File: config.mk
export PLATFORM = sky130hd
export DESIGN_NAME = pipeline_fetch_stage_flat
export DESIGN_NICKNAME = d
export VERILOG_FILES = /design/src/rtl/pipeline_fetch_stage_pkg.sv /design/src/rtl/pipeline_fetch_stage_if.sv /design/src/rtl/pipeline_fetch_stage_skid.sv /design/src/rtl/pipeline_fetch_stage.sv /design/src/flat_wrapper.sv
export SDC_FILE = /design/constraint.sdc
export NUM_CORES = 1
export LEC_CHECK = 0
export BUFFER_PORTS_ARGS = -buffer_cell sky130_fd_sc_hd__buf_2
export CORE_ASPECT_RATIO = 0.7
export CORE_MARGIN = 2
export CORE_UTILIZATION = 40
export DETAILED_ROUTE_END_ITERATION = 7
export PLACE_DENSITY = 0.61
export SETUP_SLACK_MARGIN = 0.05
export SLEW_MARGIN = 20
export SYNTH_ARGS = -nofsm -noshare
export SYNTH_HDL_FRONTEND = slang
export SYNTH_HIERARCHICAL = 1
export SYNTH_SLANG_ARGS = --single-unit
File: constraint.sdc
create_clock -name clk -period 3.85 [get_ports clk]
set_input_delay 0.5775 -clock clk [delete_from_list [all_inputs] [get_ports clk]]
set_output_delay 0.5775 -clock clk [all_outputs]
set_load 0.03 [all_outputs]
File: src/rtl/pipeline_fetch_stage_pkg.sv
// Shared fetch-stage types: FSM states, IF/ID record, defaults.
// Also used by the decode stage for the IF/ID bundle.
package pipeline_fetch_stage_pkg;

  localparam logic [31:0] RESET_PC_DEF  = 32'h0000_0000;
  localparam logic [31:0] NOP_INSTR_DEF = 32'h0000_0000;

  typedef enum logic [1:0] {
    IDLE,
    REQ,
    HOLD,
    DROP
  } fetch_state_t;

  typedef struct packed {
    logic        valid;
    logic [31:0] instr;
    logic [31:0] pc;
    logic [31:0] pc_plus4;
  } if_id_t;

  function automatic logic [31:0] word_align(input logic [31:0] a);
    return a & ~32'h3;
  endfunction

endpackage

File: src/rtl/pipeline_fetch_stage_if.sv
// Instruction-memory fetch handshake (req held until ack).
// master = fetch stage, slave = memory.
interface pipeline_fetch_stage_if;
  logic        imem_req;
  logic [31:0] imem_addr;
  logic        imem_ack;
  logic [31:0] imem_rdata;

  modport master (
    output imem_req,
    output imem_addr,
    input  imem_ack,
    input  imem_rdata
  );

  modport slave (
    input  imem_req,
    input  imem_addr,
    output imem_ack,
    output imem_rdata
  );
endinterface

File: src/rtl/pipeline_fetch_stage_skid.sv
// One-entry skid buffer parking a fetched word while ID stalls.
// Clear wins over load, load wins over unload.
module fetch_skid_buffer (
  input  logic        clk,
  input  logic        reset,
  input  logic        load,
  input  logic        clear,
  input  logic        unload,
  input  logic [31:0] din_instr,
  input  logic [31:0] din_pc,
  output logic        valid,
  output logic [31:0] instr,
  output logic [31:0] pc
);

  // Entry register with its occupancy flag
  always_ff @(posedge clk or negedge reset) begin
    if (!reset) begin
      valid <= 1'b0;
      instr <= '0;
      pc    <= '0;
    end else if (clear) begin
      valid <= 1'b0;
    end else if (load) begin
      valid <= 1'b1;
      instr <= din_instr;
      pc    <= din_pc;
    end else if (unload) begin
      valid <= 1'b0;
    end
  end

endmodule

File: src/rtl/pipeline_fetch_stage.sv
// IF stage: PC, imem req/ack fetch FSM, IF/ID register.
// Handles ID stall (skid) and branch redirect (flush/drop).
module pipeline_fetch_stage
  import pipeline_fetch_stage_pkg::*;
#(
  parameter logic [31:0] RESET_PC  = RESET_PC_DEF,
  parameter logic [31:0] NOP_INSTR = NOP_INSTR_DEF
) (
  input  logic                  clk,
  input  logic                  reset,
  pipeline_fetch_stage_if.master imem,
  input  logic                  stall,
  input  logic                  redirect,
  input  logic [31:0]           redirect_pc,
  output logic                  ifid_valid,
  output logic [31:0]           ifid_instr,
  output logic [31:0]           ifid_pc,
  output logic [31:0]           ifid_pc_plus4
);

  fetch_state_t state;
  logic [31:0]  pc;
  logic [31:0]  drop_addr;
  if_id_t       ifid;

  logic [31:0]  tgt;
  logic [31:0]  pc4;
  logic         ack;
  logic         sk_valid;
  logic [31:0]  sk_instr;
  logic [31:0]  sk_pc;
  logic         sk_load;
  logic         sk_clear;
  logic         sk_unload;

  assign tgt = word_align(redirect_pc);
  assign pc4 = pc + 32'd4;
  assign ack = imem.imem_ack;

  assign imem.imem_req  = (state == REQ) || (state == DROP);
  assign imem.imem_addr = (state == DROP) ? drop_addr : pc;

  assign sk_load   = (state == REQ) && ack && stall && !redirect;
  assign sk_clear  = (state == HOLD) && redirect;
  assign sk_unload = (state == HOLD) && !redirect && !stall;

  fetch_skid_buffer u_skid (
    .clk       (clk),
    .reset     (reset),
    .load      (sk_load),
    .clear     (sk_clear),
    .unload    (sk_unload),
    .din_instr (imem.imem_rdata),
    .din_pc    (pc),
    .valid     (sk_valid),
    .instr     (sk_instr),
    .pc        (sk_pc)
  );

  // Fetch FSM with PC and IF/ID register
  always_ff @(posedge clk or negedge reset) begin
    if (!reset) begin
      state     <= IDLE;
      pc        <= RESET_PC;
      drop_addr <= RESET_PC;
      ifid      <= '{1'b0, NOP_INSTR, 32'h0, 32'h0};
    end else begin
      unique case (state)
        IDLE: state <= REQ;
        REQ: begin
          if (redirect) begin
            ifid.valid <= 1'b0;
            pc         <= tgt;
            drop_addr  <= pc;
            state      <= ack ? REQ : DROP;
          end else if (ack && !stall) begin
            ifid <= '{1'b1, imem.imem_rdata, pc, pc4};
            pc   <= pc4;
          end else if (ack) begin
            state <= HOLD;
          end else if (!stall) begin
            ifid.valid <= 1'b0;
          end
        end
        HOLD: begin
          if (redirect) begin
            ifid.valid <= 1'b0;
            pc         <= tgt;
            state      <= REQ;
          end else if (!stall) begin
            ifid  <= '{sk_valid, sk_instr, sk_pc, sk_pc + 32'd4};
            pc    <= pc4;
            state <= REQ;
          end
        end
        DROP: begin
          if (redirect) pc <= tgt;
          if (ack) state <= REQ;
        end
        default: state <= IDLE;
      endcase
    end
  end

  assign ifid_valid    = ifid.valid;
  assign ifid_instr    = ifid.valid ? ifid.instr : NOP_INSTR;
  assign ifid_pc       = ifid.pc;
  assign ifid_pc_plus4 = ifid.pc_plus4;

endmodule

File: src/flat_wrapper.sv
// flat-port wrapper written by rule: the top's interface ports become plain ports
module pipeline_fetch_stage_flat import pipeline_fetch_stage_pkg::*;
#(
  parameter logic [31:0] RESET_PC  = RESET_PC_DEF,
  parameter logic [31:0] NOP_INSTR = NOP_INSTR_DEF
)
  (clk, reset, stall, redirect, redirect_pc, ifid_valid, ifid_instr, ifid_pc, ifid_pc_plus4, imem_imem_req, imem_imem_addr, imem_imem_ack, imem_imem_rdata);
  pipeline_fetch_stage_if imem_i ();
  input  logic clk;
  input  logic reset;
  input  logic stall;
  input  logic redirect;
  input  logic [31:0] redirect_pc;
  output logic ifid_valid;
  output logic [31:0] ifid_instr;
  output logic [31:0] ifid_pc;
  output logic [31:0] ifid_pc_plus4;
  output wire logic [$bits(imem_i.imem_req)-1:0] imem_imem_req;
  output wire logic [$bits(imem_i.imem_addr)-1:0] imem_imem_addr;
  input wire logic [$bits(imem_i.imem_ack)-1:0] imem_imem_ack;
  input wire logic [$bits(imem_i.imem_rdata)-1:0] imem_imem_rdata;
  assign imem_imem_req = imem_i.imem_req;
  assign imem_imem_addr = imem_i.imem_addr;
  assign imem_i.imem_ack = imem_imem_ack;
  assign imem_i.imem_rdata = imem_imem_rdata;
  pipeline_fetch_stage #(.RESET_PC(RESET_PC), .NOP_INSTR(NOP_INSTR)) u_core (.clk(clk), .reset(reset), .imem(imem_i), .stall(stall), .redirect(redirect), .redirect_pc(redirect_pc), .ifid_valid(ifid_valid), .ifid_instr(ifid_instr), .ifid_pc(ifid_pc), .ifid_pc_plus4(ifid_pc_plus4));
endmodule
==> results of run 1 <==
## cells in the mapped netlist (22+ instances only)
| library cell | number | area (um^2) |
|---|---|---|
| and2_1 | 33 | 206 |
| buf_4 | 67 | 503 |
| clkbuf_1 | 57 | 214 |
| dfrtp_1 | 222 | 5560 |
| mux2_2 | 58 | 653 |
| mux2_4 | 60 | 901 |
| mux2i_1 | 79 | 791 |
| nand2_1 | 137 | 514 |
| nand3_1 | 28 | 140 |
| nor2_1 | 31 | 116 |
| nor3_1 | 23 | 115 |
| o21ai_0 | 98 | 490 |
| xnor2_1 | 22 | 193 |
| xor2_1 | 22 | 193 |
## per-stage QoR
step / area (um^2) / utilization / worst slack (ps) / instances
2_1_floorplan: 12400 / - / 1180 / 1179
3_3_place_gp: 13200 / 0.435 / 1020 / 1651
3_5_place_dp: 13200 / 0.435 / 954 / 1651
4_1_cts: 14000 / 0.464 / 948 / 1696
5_1_grt: 14000 / 0.464 / 714 / 1696
6_report: 14000 / 0.464 / 937 / 1696
## path summary, 6_finish.rpt
check	from	endpoint	slack, ps	depth (start not counted)
worst max-delay path	u_core/state[0]$_DFFE_PN0P_	u_core/ifid[85]$_DFFE_PN0P_	940	7
min in group clk	imem_imem_rdata[10]	u_core/u_skid/instr[10]$_DFFE_PN0P_	290	2
worst min-delay path	reset	u_core/ifid[83]$_DFFE_PN0P_	10	1
worst max register to register	u_core/state[0]$_DFFE_PN0P_	u_core/ifid[85]$_DFFE_PN0P_	940	7
max in group asynchronous	reset	u_core/u_skid/instr[18]$_DFFE_PN0P_	2850	2
worst min register to register	u_core/ifid[70]$_DFFE_PN0P_	u_core/ifid[70]$_DFFE_PN0P_	470	2
## sequential cells by signal, indices dropped and copies added, names as in the netlist
signal	cells
u_core/drop_addr	30
u_core/state	2
u_core/ifid_pc	32
u_core/u_skid/pc	32
u_core/ifid_valid	1
u_core/u_skid/instr	32
u_core/pc	30
u_core/u_skid/valid	1
u_core/ifid_pc_plus4	30
u_core/ifid	32
## layer usage
metal	vias up	part of all wire	wire length, um
met5	-	0	0
met4	0	0.021	721
met3	47	0.067	2280
met2	294	0.41	14000
met1	4537	0.50	17200
li1	4279	-	-
## cells by family (layout without fill, tap and decap cells)
| group | count (synthesis) | after routing | synth area share |
|---|---|---|---|
| AND/OR/NAND/NOR | 329 | 329 | 0.139 |
| flip-flops | 222 | 222 | 0.448 |
| AO/OA/AOI/OAI | 203 | 203 | 0.101 |
| multiplexers | 198 | 198 | 0.190 |
| buffers and inverters | 173 | 278 | 0.0846 |
| XOR/XNOR | 44 | 44 | 0.0311 |
| adder cells (fa/ha/maj) | 6 | 6 | 0.00605 |
| other | 1 | 4 | 0.000302 |
## final cells by class
class | count | area, um^2 | area share
clock buffers | 33 | 706 | 0.0503
flip-flops and latches | 222 | 5560 | 0.396
multi-input cells | 784 | 5840 | 0.416
inverters | 17 | 63.8 | 0.00455
well taps | 412 | 515 | 0.0367
clock inverters | 12 | 171 | 0.0122
repair buffers | 216 | 1180 | 0.0843
## where the power goes
group | internal, mW | total (mW) | switching [mW]
clock | 1.56 | 2.56 | 1.01
combinational | 2.64 | 6.80 | 4.16
sequential | 3.53 | 4.72 | 1.19
==> results_dict.tcl, run 1 <==
set metrics [dict create \
    grtUsageMet1 0.318 \
    grt_pass1_wl_mm 52.7 \
    crit_fanout 100 \
    antenna_cells 0 \
    yosysUniqueCellTypes 59 \
    clock_latency_ps 530 \
    grt_pass1_vias 8785 \
    grt_max_degree 101 \
    num_rows 53 \
    cts-root-buf "clkbuf_16" \
    skew_ps 11.8 \
    critPathBufInv 2 \
    ys.flop_type "dfrtp_1" \
    cp.arrival_ps 3310 \
    wl_mm 34.1 \
    ys_ff_latch 222 \
    fin_nets 1341 \
    fin_crit_sh 0.757 \
    antenna_found_initial 0 \
    drive_above_1_share 0.309 \
    cts.sink_count 222 \
    clock_path_buffers 3 \
    peakVddDrop_uv 622 \
    fmax_mhz 343 \
    cp.required_ps 4250 \
    synth_edf_count 0 \
    cts_tree "yes" \
    p_leak_nw 6.22 \
    slew_headroom 0.319 \
    coreArea_mm2 0.0302 \
    hold_buffers 0 \
    cpPeakStageDelay_ps 740 \
    seq_area_frac_synth 0.448 \
    power_mw 14.1 \
    cts_resized 0 \
    grt_overflow_total 0 \
    rsz0062_at_grt "false" \
    clk_pin_slew_ps 60 \
    synthesis.area_mm2 0.0124 \
    grtUsageMet3 0.0476 \
    status "complete, no violations" \
    dp_hpwl_mm 23.6 \
    synthCells 1176 \
    path_cells "inv_1, ha_4, nor2_1, a21o_1, nand2_4, buf_12, o21ai_0" \
    grt_use_total 0.208 \
    ys_warn_count 6 \
    cp_top_family "simple AND/OR/NAND/NOR gates" \
    path_class "flip-flop to flip-flop" \
    final_cell_mix "dfrtp_1 (221), buf_2 (193), nand2_1 (136)" \
    endpoint_kind "flip-flop" \
    worst_setup_path_start_kind "flip-flop" \
    fillCellCount 2885 \
    syn_to_final_growth_pct 13.2 \
    worst_slew_pin_slew_ps 1020 \
    post-cts-setup-buffers 0 \
    die_y_um 151 \
    worst_path_max_delay_cell "nand2_4" \
    vias_per_cell 5.40 \
    syn_area_per_cell_um2 10.5 \
    setup_tns_ps 0 \
    hold_violations 0 \
    gp_congestion 0.837 \
    ys_async_sr_fraction 1.00 \
    htree_levels 1 \
    first_iter_violations 749 \
    post_drt_wl_per_cell_um 20.1 \
    layout_commonest_cell "dfrtp_1" \
    final.min_clock_period_ps 2910 \
    dieArea_mm2 0.0324 \
    die_w_um 214 \
    busiest_layer "met1" \
    cap_violations 0 \
    initial_core_util 0.410 \
    drtAntennaViolNets 0 \
    ios 199 \
    power_density_mw_per_mm2 1000 \
    slew_violations 0 \
    drc 0 \
    drtPass1Iterations 5 \
    hold_slack_ps 10.3 \
    port_buffers 194 \
    met2_usage 0.295 \
    vias 9157 \
    hold_class "primary input to async pin" \
    setup_viol 0 \
    numCtsBuffers 25 \
]
(Power assumes the default switching activity.)
==> run 2: changes to the inputs <==
--- a/config.mk
+++ b/config.mk
@@ -5,12 +5,13 @@
 export SDC_FILE = /design/constraint.sdc
 export NUM_CORES = 1
 export LEC_CHECK = 0
+export ABC_AREA = 1
 export BUFFER_PORTS_ARGS = -buffer_cell sky130_fd_sc_hd__buf_2
 export CORE_ASPECT_RATIO = 0.7
 export CORE_MARGIN = 2
 export CORE_UTILIZATION = 40
 export DETAILED_ROUTE_END_ITERATION = 7
-export PLACE_DENSITY = 0.61
+export PLACE_DENSITY = 0.63
 export SETUP_SLACK_MARGIN = 0.05
 export SLEW_MARGIN = 20
 export SYNTH_ARGS = -nofsm -noshare
==> constraint.sdc (replaced) <==
create_clock -name clk -period 2.45 [get_ports clk]
set_input_delay 0.3675 -clock clk [delete_from_list [all_inputs] [get_ports clk]]
set_output_delay 0.3675 -clock clk [all_outputs]
set_load 0.03 [all_outputs]
==> run 2 against run 1 <==
Compared with the run above:
- via count rose by 30%
- area after synthesis rose by 0.92%
- sequential power rose by 48%
- non-clock buffer count rose by 3
- design area rose by 1.4%
- synthesized cell count rose by 53%
- global-route usage rose by 4.2 points
- highest routed layer unchanged
==> results_dict.tcl, run 2 <==
set metrics [dict create \
    status "complete, no violations" \
    utilization 0.460 \
    synth_edf_count 0 \
    drive_above_1_share 0.143 \
    slew_headroom 0.455 \
    final_cell_mix "nand2_1 (816), dfrtp_1 (222), buf_2 (193)" \
    yosysMostFrequentCell "nand2_1" \
    finalNonFillerCells 2318 \
    grt_overflow_total 0 \
    grt_pass1_wl_mm 64.1 \
    drtAntennaViolNets 0 \
    fin_nets 1963 \
    clock_path_buffers 3 \
    initial_core_util 0.404 \
    cts-root-buf "clkbuf_16" \
    fillCellCount 3268 \
    peakVddDrop_uv 832 \
    coreArea_mm2 0.0309 \
    hold_violations 0 \
    setup_viol 0 \
    r2r-end "u_core/u_skid/instr[1]$_DFFE_PN0P_" \
    worst_slew_pin_slew_ps 817 \
    clk_pin_slew_ps 60 \
    synthesis.area_mm2 0.0125 \
    reg2reg_depth 10 \
    post_drt_wl_per_cell_um 17.6 \
    ys_warn_count 6 \
    fmax_mhz 434 \
    syn_area_per_cell_um2 6.98 \
    crit_fanout 63 \
    cp.required_ps 2080 \
    yosysUniqueCellTypes 31 \
    final.min_clock_period_ps 2310 \
    rsz0062_at_grt "false" \
    cts.sink_count 222 \
    multi_input_area_mm2 0.00568 \
    wl_met3_mm 4.39 \
    r2r-start "u_core/state[1]$_DFFE_PN0P_" \
    vias_per_cell 5.14 \
    ys.flop_type "dfrtp_1" \
    cap_violations 0 \
    slew_violations 0 \
    skew_ps 14.7 \
    synth_top_area_frac 0.444 \
    numCtsBuffers 25 \
    wl_mm 40.9 \
    ys_ff_latch 222 \
    first_iter_violations 1248 \
    syn_to_final_growth_pct 13.7 \
    die_y_um 152 \
    gp_congestion 0.972 \
    dieArea_mm2 0.0327 \
    synthCells 1794 \
    antenna_cells 0 \
    worst_setup_path_start_kind "flip-flop" \
    vias 11900 \
    drc 0 \
    htree_levels 1 \
    endpoint_kind "primary output" \
    wl_met1_mm 20.4 \
    synth_common_cells "nand2_1 (816), dfrtp_1 (222), nand3_1 (163), o21ai_0 (147), nor2_1 (127)" \
    post-cts-setup-buffers 0 \
    power_density_mw_per_mm2 1530 \
    layout_setup_ws_ps 145 \
    ios 199 \
    synth_area_leaders "dfrtp_1 (44%), nand2_1 (24%), nand3_1 (6.5%)" \
    seq_area_frac_synth 0.444 \
    cts_tree "yes" \
    min_from "imem_imem_rdata[6]" \
    grt_max_degree 119 \
    grt_use_total 0.250 \
    antenna_found_initial 0 \
    cp.arrival_ps 1940 \
    dpl.cell_count 2280 \
    min_path_cells 3 \
    fin_crit_sh 0.941 \
    ys_async_sr_fraction 1.00 \
    path_class "flip-flop to primary output" \
    die_w_um 215 \
    grt_pass1_vias 11100 \
    drtPass1Iterations 5 \
    setup_tns_ps 0 \
    layout_commonest_cell "nand2_1" \
    port_buffers 194 \
    top_layer_used "met4" \
    yosys.area.top_type "dfrtp_1" \
    hold_class "primary input to flip-flop" \
    dr_wl_met2_mm 15.4 \
    clock_latency_ps 540 \
    dpl_worst_slack_ps 166 \
    hold_end "u_core/u_skid/instr[6]$_DFFE_PN0P_" \
    num_rows 54 \
    reg2reg_slack_ps 260 \
    dp_hpwl_mm 29.4 \
    regArea_mm2 0.00556 \
    p_leak_nw 7.47 \
]
==> run 2: worst max-delay path: stages, from the launching register on <==
cell     delay, ps
dfrtp_1        430
ha_2           220
buf_12         190
o21ai_0        290
buf_2          260
==> run 2: metal layers <==
metal  vias up  global-route usage
li1       5768                   -
met1      5590               0.402
met2       512               0.327
met3        42              0.0691
met4         0              0.0493
met5         -                   0
==> run 2: area by class of cell <==
type                    instances  area share
clock buffers                  31      0.0477
clock inverters                 6     0.00915
inverters                      93      0.0248
multi-input cells            1327       0.400
flip-flops and latches        222       0.391
well taps                     420      0.0369
repair buffers                219      0.0914
==> run 2: worst max path at each step <==
stage	to	cells past startpoint	slack (ps)	start
CTS	imem_imem_addr[2]	4	140	u_core/state[1]$_DFFE_PN0P_
finish	imem_imem_addr[2]	4	140	u_core/state[1]$_DFFE_PN0P_
floorplan	imem_imem_addr[10]	4	480	u_core/state[0]$_DFFE_PN0P_
global route	imem_imem_addr[2]	4	80	u_core/state[1]$_DFFE_PN0P_
detailed placement	u_core/ifid_pc[1]$_DFFE_PN0P_	6	170	u_core/state[1]$_DFFE_PN0P_
global placement	u_core/ifid_pc[1]$_DFFE_PN0P_	8	300	u_core/state[0]$_DFFE_PN0P_
==> run 2: report_power, final <==
part	internal [mW]	switching [mW]
Combinational	2.98	7.89
Clock	2.34	1.51
Sequential	5.44	1.56
Total	10.8	11.0
==> run 2: through the flow <==
stage | hold WS, ps | instance area [um^2] | power, mW
global placement | 347 | 13400 | 17.5
global route | 79.2 | 14200 | 23.4
finish | 75.5 | 14200 | 21.7
CTS | 52.8 | 14200 | 21.7
floorplan | 71.9 | 12500 | 14.6
detailed placement | 349 | 13400 | 17.8
==> run 2: cell families (layout without fill, tap and decap cells) <==
kind of cell             after synthesis  after routing  share of synthesized area
AND/OR/NAND/NOR                     1131           1131                      0.363
buffers and inverters                248            349                      0.105
flip-flops                           222            222                      0.444
AO/OA/AOI/OAI                        173            173                     0.0726
XOR/XNOR                              13             13                    0.00910
adder cells (fa/ha/maj)                6              6                    0.00600
other                                  1              4                   0.000300
==> run 2: timing repair <==
| item | 4_1_cts | 5_1_grt |
|---|---|---|
| endpoints found under the hold margin | 54 | 0 |
| endpoints found under the setup margin | 0 | 56 |
| gates resized for setup | 0 | 2 |
| hold buffers | 1 | 0 |
==> run 3: changes to the inputs <==
--- a/config.mk
+++ b/config.mk
@@ -11,7 +11,7 @@
 export CORE_MARGIN = 2
 export CORE_UTILIZATION = 40
 export DETAILED_ROUTE_END_ITERATION = 7
-export PLACE_DENSITY = 0.63
+export PLACE_DENSITY = 0.61
 export SETUP_SLACK_MARGIN = 0.05
 export SLEW_MARGIN = 20
 export SYNTH_ARGS = -nofsm -noshare
==> constraint.sdc (replaced) <==
create_clock -name clk -period 2.3 [get_ports clk]
set_input_delay 0.345 -clock clk [delete_from_list [all_inputs] [get_ports clk]]
set_output_delay 0.345 -clock clk [all_outputs]
set_load 0.03 [all_outputs]
==> run 3 against run 2 <==
Compared with the run above:
- wire length shrank 1.6%
- total power grew 8.8%
- sequential power increased by 6.1%
- global-route usage is 0.74 points lower
- core utilization is 0.77 points higher
- sequential share of layout area is 0.63 points lower
- setup slack lost 57 ps
- highest routed layer unchanged
- clock skew grew 2.6 ps
- clock power up 13%
- design area grew 1.7%
- sequential cell count did not move
- final cell count grew 0.91%
==> results_dict.tcl, run 3 (synthesis gave the netlist of run 2 again) <==
set metrics [dict create \
    r2r-start "u_core/state[0]$_DFFE_PN0P_" \
    worst_setup_path_start_kind "flip-flop" \
    final_area_mm2 0.0145 \
    initial_core_util 0.404 \
    final.min_clock_period_ps 2210 \
    numCtsBuffers 25 \
    cap_violations 0 \
    slew_violations 0 \
    grt_use_total 0.243 \
    p_leak_nw 7.59 \
    cts_tree "yes" \
    hold_class "primary input to flip-flop" \
    grt_pass1_vias 10700 \
    cp.arrival_ps 1870 \
    hold_violations 0 \
    post-cts-setup-buffers 0 \
    num_rows 54 \
    hold_end "u_core/u_skid/instr[6]$_DFFE_PN0P_" \
    fin_crit_sh 0.962 \
    reg2reg_depth 6 \
    cts-root-buf "clkbuf_16" \
    first_iter_violations 1227 \
    clock_latency_ps 550 \
    die_w_um 215 \
    post_drt_wl_per_cell_um 17.2 \
    setup_viol 0 \
    reg2reg_slack_ps 160 \
    layout_setup_ws_ps 87.5 \
    slew_headroom 0.528 \
    grt_max_degree 87 \
    setup_tns_ps 0 \
    antenna_cells 0 \
    drtPass1Iterations 5 \
    gp_congestion 0.933 \
    cts.sink_count 222 \
    clock_path_buffers 3 \
    dieArea_mm2 0.0327 \
    vias_per_cell 5.08 \
    grt_overflow_total 0 \
    rsz0062_at_grt "true" \
    dpl_worst_slack_ps 218 \
    grt_pass1_wl_mm 62.3 \
    status "complete, no violations" \
    r2r-end "u_core/ifid_pc_plus4[22]$_DFFE_PN0P_" \
    skew_ps 17.3 \
    fmax_mhz 452 \
    finalNonFillerCells 2339 \
    power_density_mw_per_mm2 1630 \
    vias 11900 \
    coreArea_mm2 0.0309 \
    dpl.cell_count 2291 \
    min_path_cells 3 \
    postPlaceCellArea_mm2 0.0135 \
    port_buffers 194 \
    drc 0 \
    drive_above_1_share 0.154 \
    worst_slew_pin_slew_ps 706 \
    crit_fanout 30 \
    drtAntennaViolNets 0 \
    wl_mm 40.2 \
    htree_levels 1 \
    antenna_found_initial 0 \
    path_class "flip-flop to primary output" \
    endpoint_kind "primary output" \
    syn_to_final_growth_pct 15.6 \
    clk_pin_slew_ps 60 \
    final_cell_mix "nand2_1 (816), dfrtp_1 (221), buf_2 (181)" \
    dp_hpwl_mm 29.4 \
    peakVddDrop_uv 832 \
    min_from "imem_imem_rdata[6]" \
    die_y_um 152 \
    layout_commonest_cell "nand2_1" \
    cp.required_ps 1960 \
    fin_nets 1975 \
    ios 199 \
]
-- run 3: changes by cell type in the layout (fill, tap and decap cells not counted), moves of 2 or more --
cell and delta:
buf_2 -12, buf_4 +23, clkbuf_1 -2, clkbuf_8 +3, clkinv_2 +2, clkinvlp_4 +4
o21ai_0 -4, o21ai_1 +4
-- run 3: power by group --
| group | switching (mW) | internal, mW | leakage (nW) | total, mW |
|---|---|---|---|---|
| clock network | 1.72 | 2.64 | 0.434 | 4.35 |
| logic | 8.42 | 3.43 | 4.39 | 11.9 |
| registers | 1.63 | 5.80 | 2.77 | 7.43 |
-- run 3: worst max-delay path by stage --
stage                                           end  slack (ps)                   startpoint  cells after the start
final                            imem_imem_addr[10]          90  u_core/state[0]$_DFFE_PN0P_                      4
after global routing             imem_imem_addr[18]          20  u_core/state[0]$_DFFE_PN0P_                      4
after CTS                        imem_imem_addr[14]          50  u_core/state[1]$_DFFE_PN0P_                      5
after detailed placement  u_core/pc[12]$_DFFE_PN0P_         220  u_core/state[1]$_DFFE_PN0P_                      9
after global placement    u_core/pc[10]$_DFFE_PN0P_         290  u_core/state[1]$_DFFE_PN0P_                      9
after floorplan                  imem_imem_addr[10]         350  u_core/state[0]$_DFFE_PN0P_                      4
-- run 3: area by class of cell --
type                            count  area, um^2
Clock inverter                     14         184
Tap cell                          420         526
Clock buffer                       32         712
Timing Repair Buffer              231        1440
Fill cell                        3276       16500
Sequential cell                   222        5560
Inverter                           93         354
Multi-Input combinational cell   1327        5690
-- run 3: timing repair --
item | in CTS | in global routing
endpoints found under the setup margin | 24 | 42
gates resized for setup | 4 | 19
hold endpoints to repair | 28 | 0
hold buffers | 1 | 0
cloned | 0 | 1
-- run 3: routing by layer --
| metal | wire (um) | part of all wire | track usage |
|---|---|---|---|
| met1 | 20100 | 0.50 | 0.399 |
| met2 | 15100 | 0.38 | 0.309 |
| met3 | 4270 | 0.11 | 0.0653 |
| met4 | 699 | 0.017 | 0.0453 |
| met5 | 0 | 0 | 0 |
-- run 3: worst max-delay path, stage by stage, from the launching register on --
cell and delay [ps]:
dfrtp_1 440, ha_4 240, clkbuf_16 200, o21ai_0 240, buf_4 210
-- run 3: through the flow --
step	utilization	power (mW)	hold WS (ps)
detailed placement	0.436	19.0	238
finish	0.467	23.6	41.3
floorplan	-	15.6	49.4
global route	0.467	25.3	39.0
CTS	0.466	23.4	21.7
global placement	0.436	18.8	241
